$ cat config.mk
export PLATFORM = sky130hd
export DESIGN_NAME = seq_alu_unit_flat
export DESIGN_NICKNAME = d
export VERILOG_FILES = /design/src/rtl/seq_alu_unit_if.sv /design/src/rtl/seq_alu_unit.sv /design/src/flat_wrapper.sv
export SDC_FILE = /design/constraint.sdc
export NUM_CORES = 1
export LEC_CHECK = 0
export BUFFER_PORTS_ARGS = -buffer_cell sky130_fd_sc_hd__buf_4
export CORE_MARGIN = 5
export CORE_UTILIZATION = 45
export CTS_CLUSTER_DIAMETER = 30
export DETAILED_ROUTE_END_ITERATION = 7
export GPL_ROUTABILITY_DRIVEN = 0
export HOLD_SLACK_MARGIN = 0.1
export MAX_ROUTING_LAYER = met4
export PLACE_DENSITY = 0.62
export SETUP_SLACK_MARGIN = 0.3
export SLEW_MARGIN = 40
export SYNTH_ARGS = -nofsm -noshare
export SYNTH_HDL_FRONTEND = slang
export SYNTH_SLANG_ARGS = --single-unit
$ cat constraint.sdc
create_clock -name clk -period 3.7 [get_ports clk]
set_clock_uncertainty 0.1 [all_clocks]
set_input_delay 0.185 -clock clk [delete_from_list [all_inputs] [get_ports clk]]
set_output_delay 0.185 -clock clk [all_outputs]
set_load 0.03 [all_outputs]
$ cat src/rtl/seq_alu_unit_if.sv
// Operand/result bundle for seq_alu_unit.
// master drives the request, slave returns the result.
interface seq_alu_unit_if #(
  parameter int WIDTH = 4
);
  logic               start;
  logic [2:0]         op;
  logic [WIDTH-1:0]   A;
  logic [WIDTH-1:0]   B;
  logic [2*WIDTH-1:0] C;
  logic               busy;
  logic               done;
  logic               err;

  modport master (
    output start, op, A, B,
    input  C, busy, done, err
  );

  modport slave (
    input  start, op, A, B,
    output C, busy, done, err
  );
endinterface

$ cat src/rtl/seq_alu_unit.sv
// Clocked two-operand ALU with start/done handshake.
// Single-cycle ADD/SUB/AND/OR/XOR, WIDTH-cycle shift-add MUL.
module seq_alu_unit #(
  parameter int WIDTH      = 4,
  parameter bit MUL_ENABLE = 1'b1
) (
  input logic           clk,
  input logic           rst,
  seq_alu_unit_if.slave bus
);

  localparam int CW = $clog2(WIDTH) + 1;
  localparam int W2 = 2 * WIDTH;

  typedef enum logic {
    IDLE,
    MUL
  } state_t;

  state_t state_q, state_d;

  logic [W2-1:0]    acc_q, acc_d;
  logic [W2-1:0]    mcand_q, mcand_d;
  logic [WIDTH-1:0] mplier_q, mplier_d;
  logic [CW-1:0]    cnt_q, cnt_d;
  logic [W2-1:0]    c_q, c_d;
  logic             done_q, done_d;
  logic             err_q, err_d;

  logic [WIDTH:0]   sum;
  logic [WIDTH:0]   diff;
  logic [W2-1:0]    alu;
  logic [W2-1:0]    step;
  logic             op_add, op_sub, op_and;
  logic             op_or, op_xor, op_mul;

  assign op_add = bus.op == 3'd0;
  assign op_sub = bus.op == 3'd1;
  assign op_and = bus.op == 3'd2;
  assign op_or  = bus.op == 3'd3;
  assign op_xor = bus.op == 3'd4;
  assign op_mul = (bus.op == 3'd5) && MUL_ENABLE;

  // Bit WIDTH of the extended difference is the borrow.
  assign sum  = {1'b0, bus.A} + {1'b0, bus.B};
  assign diff = {1'b0, bus.A} - {1'b0, bus.B};

  always_comb begin
    alu = '0;
    unique case (1'b1)
      op_add:  alu = {{(WIDTH-1){1'b0}}, sum};
      op_sub:  alu = {{(WIDTH-1){1'b0}}, diff};
      op_and:  alu = {{WIDTH{1'b0}}, bus.A & bus.B};
      op_or:   alu = {{WIDTH{1'b0}}, bus.A | bus.B};
      op_xor:  alu = {{WIDTH{1'b0}}, bus.A ^ bus.B};
      default: alu = '0;
    endcase
  end

  assign step = mplier_q[0]
    ? acc_q + (mcand_q << cnt_q)
    : acc_q;

  always_comb begin
    state_d  = state_q;
    acc_d    = acc_q;
    mcand_d  = mcand_q;
    mplier_d = mplier_q;
    cnt_d    = cnt_q;
    c_d      = c_q;
    done_d   = 1'b0;
    err_d    = 1'b0;
    unique case (state_q)
      IDLE: begin
        if (bus.start) begin
          if (op_mul) begin
            mcand_d  = {{WIDTH{1'b0}}, bus.A};
            mplier_d = bus.B;
            acc_d    = '0;
            cnt_d    = '0;
            state_d  = MUL;
          end else if (bus.op < 3'd5) begin
            c_d    = alu;
            done_d = 1'b1;
          end else begin
            c_d    = '0;
            done_d = 1'b1;
            err_d  = 1'b1;
          end
        end
      end
      MUL: begin
        acc_d    = step;
        mplier_d = mplier_q >> 1;
        cnt_d    = cnt_q + 1'b1;
        // Last partial product folds straight into C.
        if (cnt_q == CW'(WIDTH - 1)) begin
          c_d     = step;
          done_d  = 1'b1;
          state_d = IDLE;
        end
      end
      default: state_d = IDLE;
    endcase
  end

  always_ff @(posedge clk) begin
    if (rst) begin
      state_q  <= IDLE;
      acc_q    <= '0;
      mcand_q  <= '0;
      mplier_q <= '0;
      cnt_q    <= '0;
      c_q      <= '0;
      done_q   <= 1'b0;
      err_q    <= 1'b0;
    end else begin
      state_q  <= state_d;
      acc_q    <= acc_d;
      mcand_q  <= mcand_d;
      mplier_q <= mplier_d;
      cnt_q    <= cnt_d;
      c_q      <= c_d;
      done_q   <= done_d;
      err_q    <= err_d;
    end
  end

  assign bus.C    = c_q;
  assign bus.done = done_q;
  assign bus.err  = err_q;
  assign bus.busy = (state_q == MUL);

endmodule

$ cat src/flat_wrapper.sv
// flat-port wrapper written by rule: the top's interface ports become plain ports
module seq_alu_unit_flat 
#(
  parameter int WIDTH      = 4,
  parameter bit MUL_ENABLE = 1'b1
)
  (clk, rst, bus_start, bus_op, bus_A, bus_B, bus_C, bus_busy, bus_done, bus_err);
  seq_alu_unit_if #(.WIDTH(WIDTH)) bus_i ();
  input logic clk;
  input logic rst;
  input wire logic [$bits(bus_i.start)-1:0] bus_start;
  input wire logic [$bits(bus_i.op)-1:0] bus_op;
  input wire logic [$bits(bus_i.A)-1:0] bus_A;
  input wire logic [$bits(bus_i.B)-1:0] bus_B;
  output wire logic [$bits(bus_i.C)-1:0] bus_C;
  output wire logic [$bits(bus_i.busy)-1:0] bus_busy;
  output wire logic [$bits(bus_i.done)-1:0] bus_done;
  output wire logic [$bits(bus_i.err)-1:0] bus_err;
  assign bus_i.start = bus_start;
  assign bus_i.op = bus_op;
  assign bus_i.A = bus_A;
  assign bus_i.B = bus_B;
  assign bus_C = bus_i.C;
  assign bus_busy = bus_i.busy;
  assign bus_done = bus_i.done;
  assign bus_err = bus_i.err;
  seq_alu_unit #(.WIDTH(WIDTH), .MUL_ENABLE(MUL_ENABLE)) u_core (.clk(clk), .rst(rst), .bus(bus_i));
endmodule
**After elaboration in Yosys (flattened, before gate mapping)**

Index checks and enable logic that the tools add are counted.

- Register bits after elaboration: 30
- Bits of input ports: 14

- Reduce and logical (&&, ||, !) cells: 5
- Order comparisons: 1
- Mux-type cells: 25
- Bitwise operators: 5
- Shifts and indexed selects: 1
- Eq/ne operators: 10
- Add/sub/neg operators: 4

Operator list:

| kind | number |
|---|---|
| 8-bit 2-to-1 mux | 7 |
| 8-bit case mux with 2 select lines | 2 |
| 5-bit case mux with 5 select lines | 1 |
| 3-bit by 2-bit == test with 1-bit output (second input constant) | 3 |
| 8-bit adder | 1 |
| 4-bit 2-to-1 mux | 2 |
| 4-bit case mux with 2 select lines | 1 |
| 4-bit by 3-bit << shifter with 8-bit output | 1 |
| 1-bit 2-to-1 mux | 7 |
| 3-bit == test (second input constant) | 2 |
| 3-bit 2-to-1 mux | 2 |
| 2-bit inequality test (second input constant) | 3 |
| 3-bit case mux with 2 select lines | 1 |
| 3-bit AND reduction | 2 |
| 4-bit by 4-bit adder with 5-bit output | 1 |
| 4-bit by 4-bit subtractor with 5-bit output | 1 |
| 4-bit AND | 1 |
| 4-bit bitwise OR | 1 |
| 1-bit case mux with 2 select lines | 2 |
| 4-bit OR reduction | 1 |
| 4-bit XOR | 1 |
| 3-bit by 1-bit adder with 3-bit output (second input constant) | 1 |
| 3-bit by 1-bit == test with 1-bit output (second input constant) | 1 |
| 3-bit zero test | 1 |
| 4 further kinds | 5 |

**Logic depth before layout (Yosys ltp)**

Gate-level depths: netlist of run 1.

- Word-level depth: 6
- Depth in mapped cells: 12

**Worst setup path before layout of run 1**

No wires, ideal clock.

- Kind: register to register
- Start point: reg u_core.cnt_q[0]
- End point: reg u_core.c_q[7], in the netlist u_core.bus.C[7]
- Path slack: 1.171 ns
- Buffers on the path: 1
- Clock period less this slack: 2.529 ns
- Data arrival time: 2.306 ns
- Data required time: 3.477 ns
- Setup time: 0.123 ns
- Stages on the path, launching flop included: 11
- Cell sequence: dfxtp_1 buf_6 mux4_2 and2_1 ha_1 nand2_1 a211oi_1 or3_1 a21boi_2 xnor2_1 o21ai_1

- Longest elaborated chain between the ends: 5

Ends and longest elaborated chain:

| item | line | RTL |
|---|---|---|
| start, declared | seq_alu_unit.sv:25 | `logic [CW-1:0] cnt_q, cnt_d;` |
| start signal, assigned | seq_alu_unit.sv:122 | `cnt_q <= cnt_d;` |
| 4-bit by 3-bit << shifter with 8-bit output | seq_alu_unit.sv:61 | `? acc_q + (mcand_q << cnt_q)` |
| 8-bit adder | seq_alu_unit.sv:61 |  |
| 8-bit 2-to-1 mux | seq_alu_unit.sv:61 |  |
| 8-bit 2-to-1 mux | seq_alu_unit.sv:97 | `if (cnt_q == CW'(WIDTH - 1)) begin` |
| 8-bit case mux with 2 select lines | seq_alu_unit.sv:73 | `unique case (state_q)` |
| end signal, assigned | seq_alu_unit.sv:114 | `c_q <= '0;` |
| end signal, assigned | seq_alu_unit.sv:123 | `c_q <= c_d;` |
| end, declared | seq_alu_unit.sv:26 | `logic [W2-1:0] c_q, c_d;` |

Several ways; a longest one is shown, not always the timed one. The select of a mux whose other input is x is not followed.
A chain may end at the register's enable or synchronous reset.

**Final worst setup path of run 1**

Same ends and word-level chain as after synthesis.

==> results of run 1 <==
==> metal layers <==
metal,global-route usage (%),share of wire (%)
met1,23.31,49
met2,26.54,46
met3,3.386,4.8
met4,3.093,0.51
met5,-,0
==> worst max-delay path: cells and delay by family (launching register included) <==
family,cells,cell delay (ns)
XOR/XNOR,1,0.17
flip-flops,1,0.54
adder cells (fa/ha/maj),1,0.35
AO/OA/AOI/OAI,4,0.57
multiplexers,2,0.40
AND/OR/NAND/NOR,2,0.56
==> cell usage in the layout (no fill, tap or decap), types with 4 or more instances in the layout <==
master	count
o21ai_0	4
nand2_1	27
o21ai_1	7
dlygate4sd3_1	7
a211oi_1	6
clkbuf_8	6
ha_1	22
mux2i_1	11
nor2_1	30
nor3b_1	4
a21o_1	4
xnor2_1	8
a21oi_1	19
buf_4	25
inv_1	15
dfxtp_1	29
nand3_1	5
==> layout make-up <==
type / count / area, um^2
clock buffers: 6 / 82.58
fillers: 448 / 2207
repair buffers: 32 / 257.7
inverters: 18 / 80.08
multi-input cells: 196 / 1383
flip-flops and latches: 30 / 601.8
well taps: 54 / 67.56
clock inverters: 2 / 12.51
==> kinds of logic after synthesis <==
group,after synthesis,share of synthesized area (%)
AOI/OAI and AO/OA,64,19.85
DFF,30,27.62
buffers and inverters,32,8.803
xor gates and xnor gates,10,4.028
and+or+nand+nor,83,17.55
muxes,15,7.652
adders and majority gates,24,14.50
==> flip-flops by register name, summed over array words and instances, names as in the netlist <==
name / cells
u_core.cnt_q: 3
u_core.mplier_q: 4
u_core.acc_q: 8
u_core.bus.C: 8
u_core.mcand_q: 4
u_core.bus.busy: 1
u_core.bus.done: 1
u_core.bus.err: 1
==> metrics by stage <==
stage | area [um^2] | instances | worst slack (ns) | hold slack, ns
after floorplan | 2175 | 258 | 1.171 | 0.1694
after global placement | 2318 | 323 | 0.9323 | 0.3430
after detailed placement | 2320 | 323 | 0.9116 | 0.3466
after CTS | 2485 | 338 | 0.9058 | 0.1082
after global routing | 2485 | 338 | 0.5544 | 0.1096
final | 2485 | 338 | 0.9098 | 0.1119
==> worst paths after layout <==
path	from	to	slack, ns	depth (start not counted)
setup / recovery	u_core.cnt_q[0]$_SDFFE_PP0P_	u_core.bus.C[7]$_SDFFE_PP0P_	0.91	10
hold / removal	bus_B[1]	u_core.mplier_q[1]$_SDFFE_PP0P_	0.11	3
setup reg to reg	u_core.cnt_q[0]$_SDFFE_PP0P_	u_core.bus.C[7]$_SDFFE_PP0P_	0.91	10
hold reg to reg	u_core.bus.C[1]$_SDFFE_PP0P_	u_core.bus.C[1]$_SDFFE_PP0P_	0.35	2
==> power breakdown <==
part           internal, mW  switching (mW)  total [mW]
registers             0.332         0.00952       0.341
clock network         0.149           0.125       0.274
logic                0.0655          0.0832       0.149
total                 0.547           0.218       0.764
==> what timing repair did <==
item | CTS | global route
hold buffers | 7 | 0
endpoints found under the hold margin | 6 | 0
resized for setup | 0 | 0
==> impl_metrics.ini, run 1 <==
[clock_tree]
cts_setup_buffers = 0
worst_skew_pair.late_latency_ns = 0.28
path_clk_slew_ns = 0.07
clock_sinks = 30
htree_num_levels = 2
cts_tree = done
cts_buffers = 5
cts_max_path_buffers = 2
cts_root_buf = clkbuf_8

[timing]
tightest_slew_ns = 0.7865
setup_viol = 0
finalHoldViolCount = 0
max_freq_mhz = 358.4
rsz0062_at_grt = no
period_share_pct = 75.41
fin_setup_tns_ns = 0
layout_min_cycle_time_ns = 2.790
slew_viol_final = 0
maxSlewHeadroom_pct = 47.21

[worst_setup_path]
cpMaxStageDelayCell = dfxtp_1
crit_type = reg2reg
cp_max_fo = 9
cpMostUsedCell = mux2i_1
worstPathArrival_ns = 2.86
worstPathRequired_ns = 3.77
crit_chain = mux2i_1 -> mux2i_1 -> and2_1 -> ha_1 -> a21oi_2 -> a211oi_1 -> or3_1 -> a21boi_2 -> xnor2_1 -> o21ai_1
critPathMaxStageDelay_ns = 0.54
worstSetupEndpointType = register
startpoint_type = register

[routing]
drt.antenna.violating_nets = 0
drc = 0
wl_um = 4856
dr_total_vias = 1820
first_iter_violations = 121
vias_per_cell = 5.385
drtPass1Iterations = 4
wl_per_cell_um = 14.37

[die]
start_util_pct = 46.35
dieHeight_um = 79.52
die_w_um = 79.52
io_pins = 25
die_area_um2 = 6323
core_um2 = 4692
core.rowCount = 25

[grt]
antenna_found_initial = 0
grt_pass1_wl_um = 8376
grt_pass1_vias = 1712
grt_usage_pct = 17.10
grt_max_degree = 32
grt_overflow = 0

[logic_synthesis]
syn_area_um2 = 2175
synth_common_cells = dfxtp_1, nor2_1, nand2_1
synth-edff-count = 0
synth_area_leaders = dfxtp_1, ha_1, nor2_1, mux2i_1, nand2_1
yosys.area.top_type = dfxtp_1
synth-seq-cells = 30
ys_async_sr_fraction_pct = 0
synth.avg_cell_area_um2 = 8.429
synth_ff_type = dfxtp_1
synth_cells = 258
synth_top_area_share_pct = 27.62
yosys_warnings = 0
yosys.cell_types.count = 54
syn_nets = 296
synth-seq-area-share_pct = 27.62

[placement]
hpwlAfterDp_um = 3725
portBuffers = 24

[power_and_ir_drop]
total_power_mw = 0.7643
irDropWorstVdd_mv = 0.3488
leakagePower_nw = 1.058
powerDensity_nw_per_um2 = 307.6

[outcome]
status = completed

[cells_and_area]
fin_util_pct = 52.96
drive_gt1_share_pct = 16.20
nNetsFinal = 321
area_delta_synth_final_pct = 14.27
diodes = 0

[flow_run]
maxCapViolCount = 0

[min_path]
hold_path.class = in2reg
Note: power is estimated with default switching activity, not from simulation.
==> inputs of run 2 (changes only) <==
--- a/config.mk
+++ b/config.mk
@@ -13,7 +13,7 @@
 export GPL_ROUTABILITY_DRIVEN = 0
 export HOLD_SLACK_MARGIN = 0.1
 export MAX_ROUTING_LAYER = met4
-export PLACE_DENSITY = 0.62
+export PLACE_DENSITY = 0.65
 export SETUP_SLACK_MARGIN = 0.3
 export SLEW_MARGIN = 40
 export SYNTH_ARGS = -nofsm -noshare
==> constraint.sdc (replaced) <==
create_clock -name clk -period 2.25 [get_ports clk]
set_clock_uncertainty 0.1 [all_clocks]
set_input_delay 0.1125 -clock clk [delete_from_list [all_inputs] [get_ports clk]]
set_output_delay 0.1125 -clock clk [all_outputs]
set_load 0.03 [all_outputs]
==> run 2 against run 1 <==
  * Clock power increased by 61%
  * Hold slack improved by 0.031 ns
  * Non-clock buffer count up 45
  * The flow now finishes with violations (negative setup slack)
  * Combinational power increased by 93%
  * Global-route usage increased by 2.1 points
  * Sequential cell count unchanged
  * Largest power group unchanged
==> impl_metrics.ini, run 2 (synthesis gave the netlist of run 1 again) <==
[cells_and_area]
diodes = 0
final_cell_mix = buf_4, nor2_1, dfxtp_1
fin_util_pct = 65.23
nNetsFinal = 366
area_delta_synth_final_pct = 40.74
drive_gt1_share_pct = 36.47
layout_commonest_cell = buf_4

[placement]
hpwlAfterDp_um = 4095
dp_slack_ns = -0.2165
portBuffers = 24

[worst_setup_path]
worstSetupEndpointType = register
r2r_slack_ns = -0.23
crit_type = reg2reg
crit_chain = mux4_2 -> and2_4 -> ha_4 -> nand2_2 -> a211oi_1 -> or3_1 -> a21boi_2 -> xnor2_2 -> o21ai_1
cp_max_fo = 7
worstPathArrival_ns = 2.55
critPathMaxStageDelay_ns = 0.52
cpMaxStageDelayCell = mux4_2
worstPathRequired_ns = 2.32
startpoint_type = register

[timing]
layout_min_cycle_time_ns = 2.484
max_freq_mhz = 402.6
fin_hold_ws_ns = 0.1427
slew_viol_final = 0
rsz0062_at_grt = yes
finalHoldViolCount = 0
setup_viol = 10
layout_setup_ws_ns = -0.2339
period_share_pct = 110.4
tightest_slew_ns = 0.4407
fin_setup_tns_ns = -1.155
maxSlewHeadroom_pct = 70.58

[power_and_ir_drop]
irDropWorstVdd_mv = 0.3736
powerDensity_nw_per_um2 = 419.5
leakagePower_nw = 1.321
total_power_mw = 1.284

[die]
core_um2 = 4692
io_pins = 25
die_w_um = 79.52
die_area_um2 = 6323
dieHeight_um = 79.52
core.rowCount = 25
start_util_pct = 46.35

[flow_run]
maxCapViolCount = 0

[outcome]
violations = negative setup slack
status = finished, violations left

[routing]
dr_total_vias = 2043
wl_per_cell_um = 14.92
drtPass1Iterations = 4
drt.antenna.violating_nets = 0
drc = 0
vias_per_cell = 5.334
wl_um = 5713
first_iter_violations = 88

[grt]
grt_pass1_vias = 2041
grt_max_degree = 26
grt_usage_pct = 19.19
grt_pass1_wl_um = 9446
grt_overflow = 0
antenna_found_initial = 0

[clock_tree]
htree_num_levels = 2
worst_skew_pair.late_latency_ns = 0.28
cts_max_path_buffers = 2
clock_sinks = 30
cts_buffers = 5
cts_root_buf = clkbuf_8
path_clk_slew_ns = 0.07
cts_tree = done

[min_path]
hold_path.class = in2reg
==> run 2: what timing repair did <==
item,CTS,global route
gates resized for setup,10,28
setup endpoints to repair,15,16
endpoints found under the hold margin,11,0
hold buffers,11,0
pin swaps,7,11
buffers inserted,2,3
==> run 2: power by group <==
| group | leakage [nW] | switching, mW | internal, mW |
|---|---|---|---|
| Clock | 0.0472 | 0.196 | 0.245 |
| Sequential | 0.245 | 0.0119 | 0.544 |
| Combinational | 1.03 | 0.151 | 0.135 |
| Total | 1.32 | 0.359 | 0.924 |
==> run 2: layout make-up <==
cell class	instances	area, um^2
timing repair buffer	77	624.3
inverter	18	80.08
multi-input combinational	196	1585
tap	54	67.56
sequential	30	608.1
clock inverter	2	12.51
fill	374	1632
clock buffer	6	82.58
==> run 2: through the flow <==
step           area [um^2]  std cells
2_1_floorplan         2248        258
5_1_grt               3060        383
4_1_cts               2919        380
3_5_place_dp          2658        359
3_3_place_gp          2658        359
6_report              3060        383
==> run 2: per-layer routing <==
layer	wire (um)	GRT usage [%]	vias to the layer above	share of wire, %
li1	-	-	1052	-
met1	2655	24.72	943	46
met2	2751	30.38	38	48
met3	173	2.822	10	3.0
met4	133	7.388	0	2.3
met5	0	-	-	0
==> run 2: final timing paths <==
check | from | to | depth (start not counted)
max | u_core.cnt_q[0]$_SDFFE_PP0P_ | u_core.bus.C[7]$_SDFFE_PP0P_ | 9
min | bus_B[0] | u_core.mplier_q[0]$_SDFFE_PP0P_ | 4
max reg2reg | u_core.cnt_q[0]$_SDFFE_PP0P_ | u_core.bus.C[7]$_SDFFE_PP0P_ | 9
min reg2reg | u_core.bus.C[7]$_SDFFE_PP0P_ | u_core.bus.C[7]$_SDFFE_PP0P_ | 2
==> run 2: worst max-delay path: cells and delay by family (launching register included) <==
family	cells	cell delay, ns
flops	1	0.39
mux	1	0.52
fa+ha+maj	1	0.23
simple gates	3	0.63
compound gates	3	0.34
xor+xnor	1	0.15
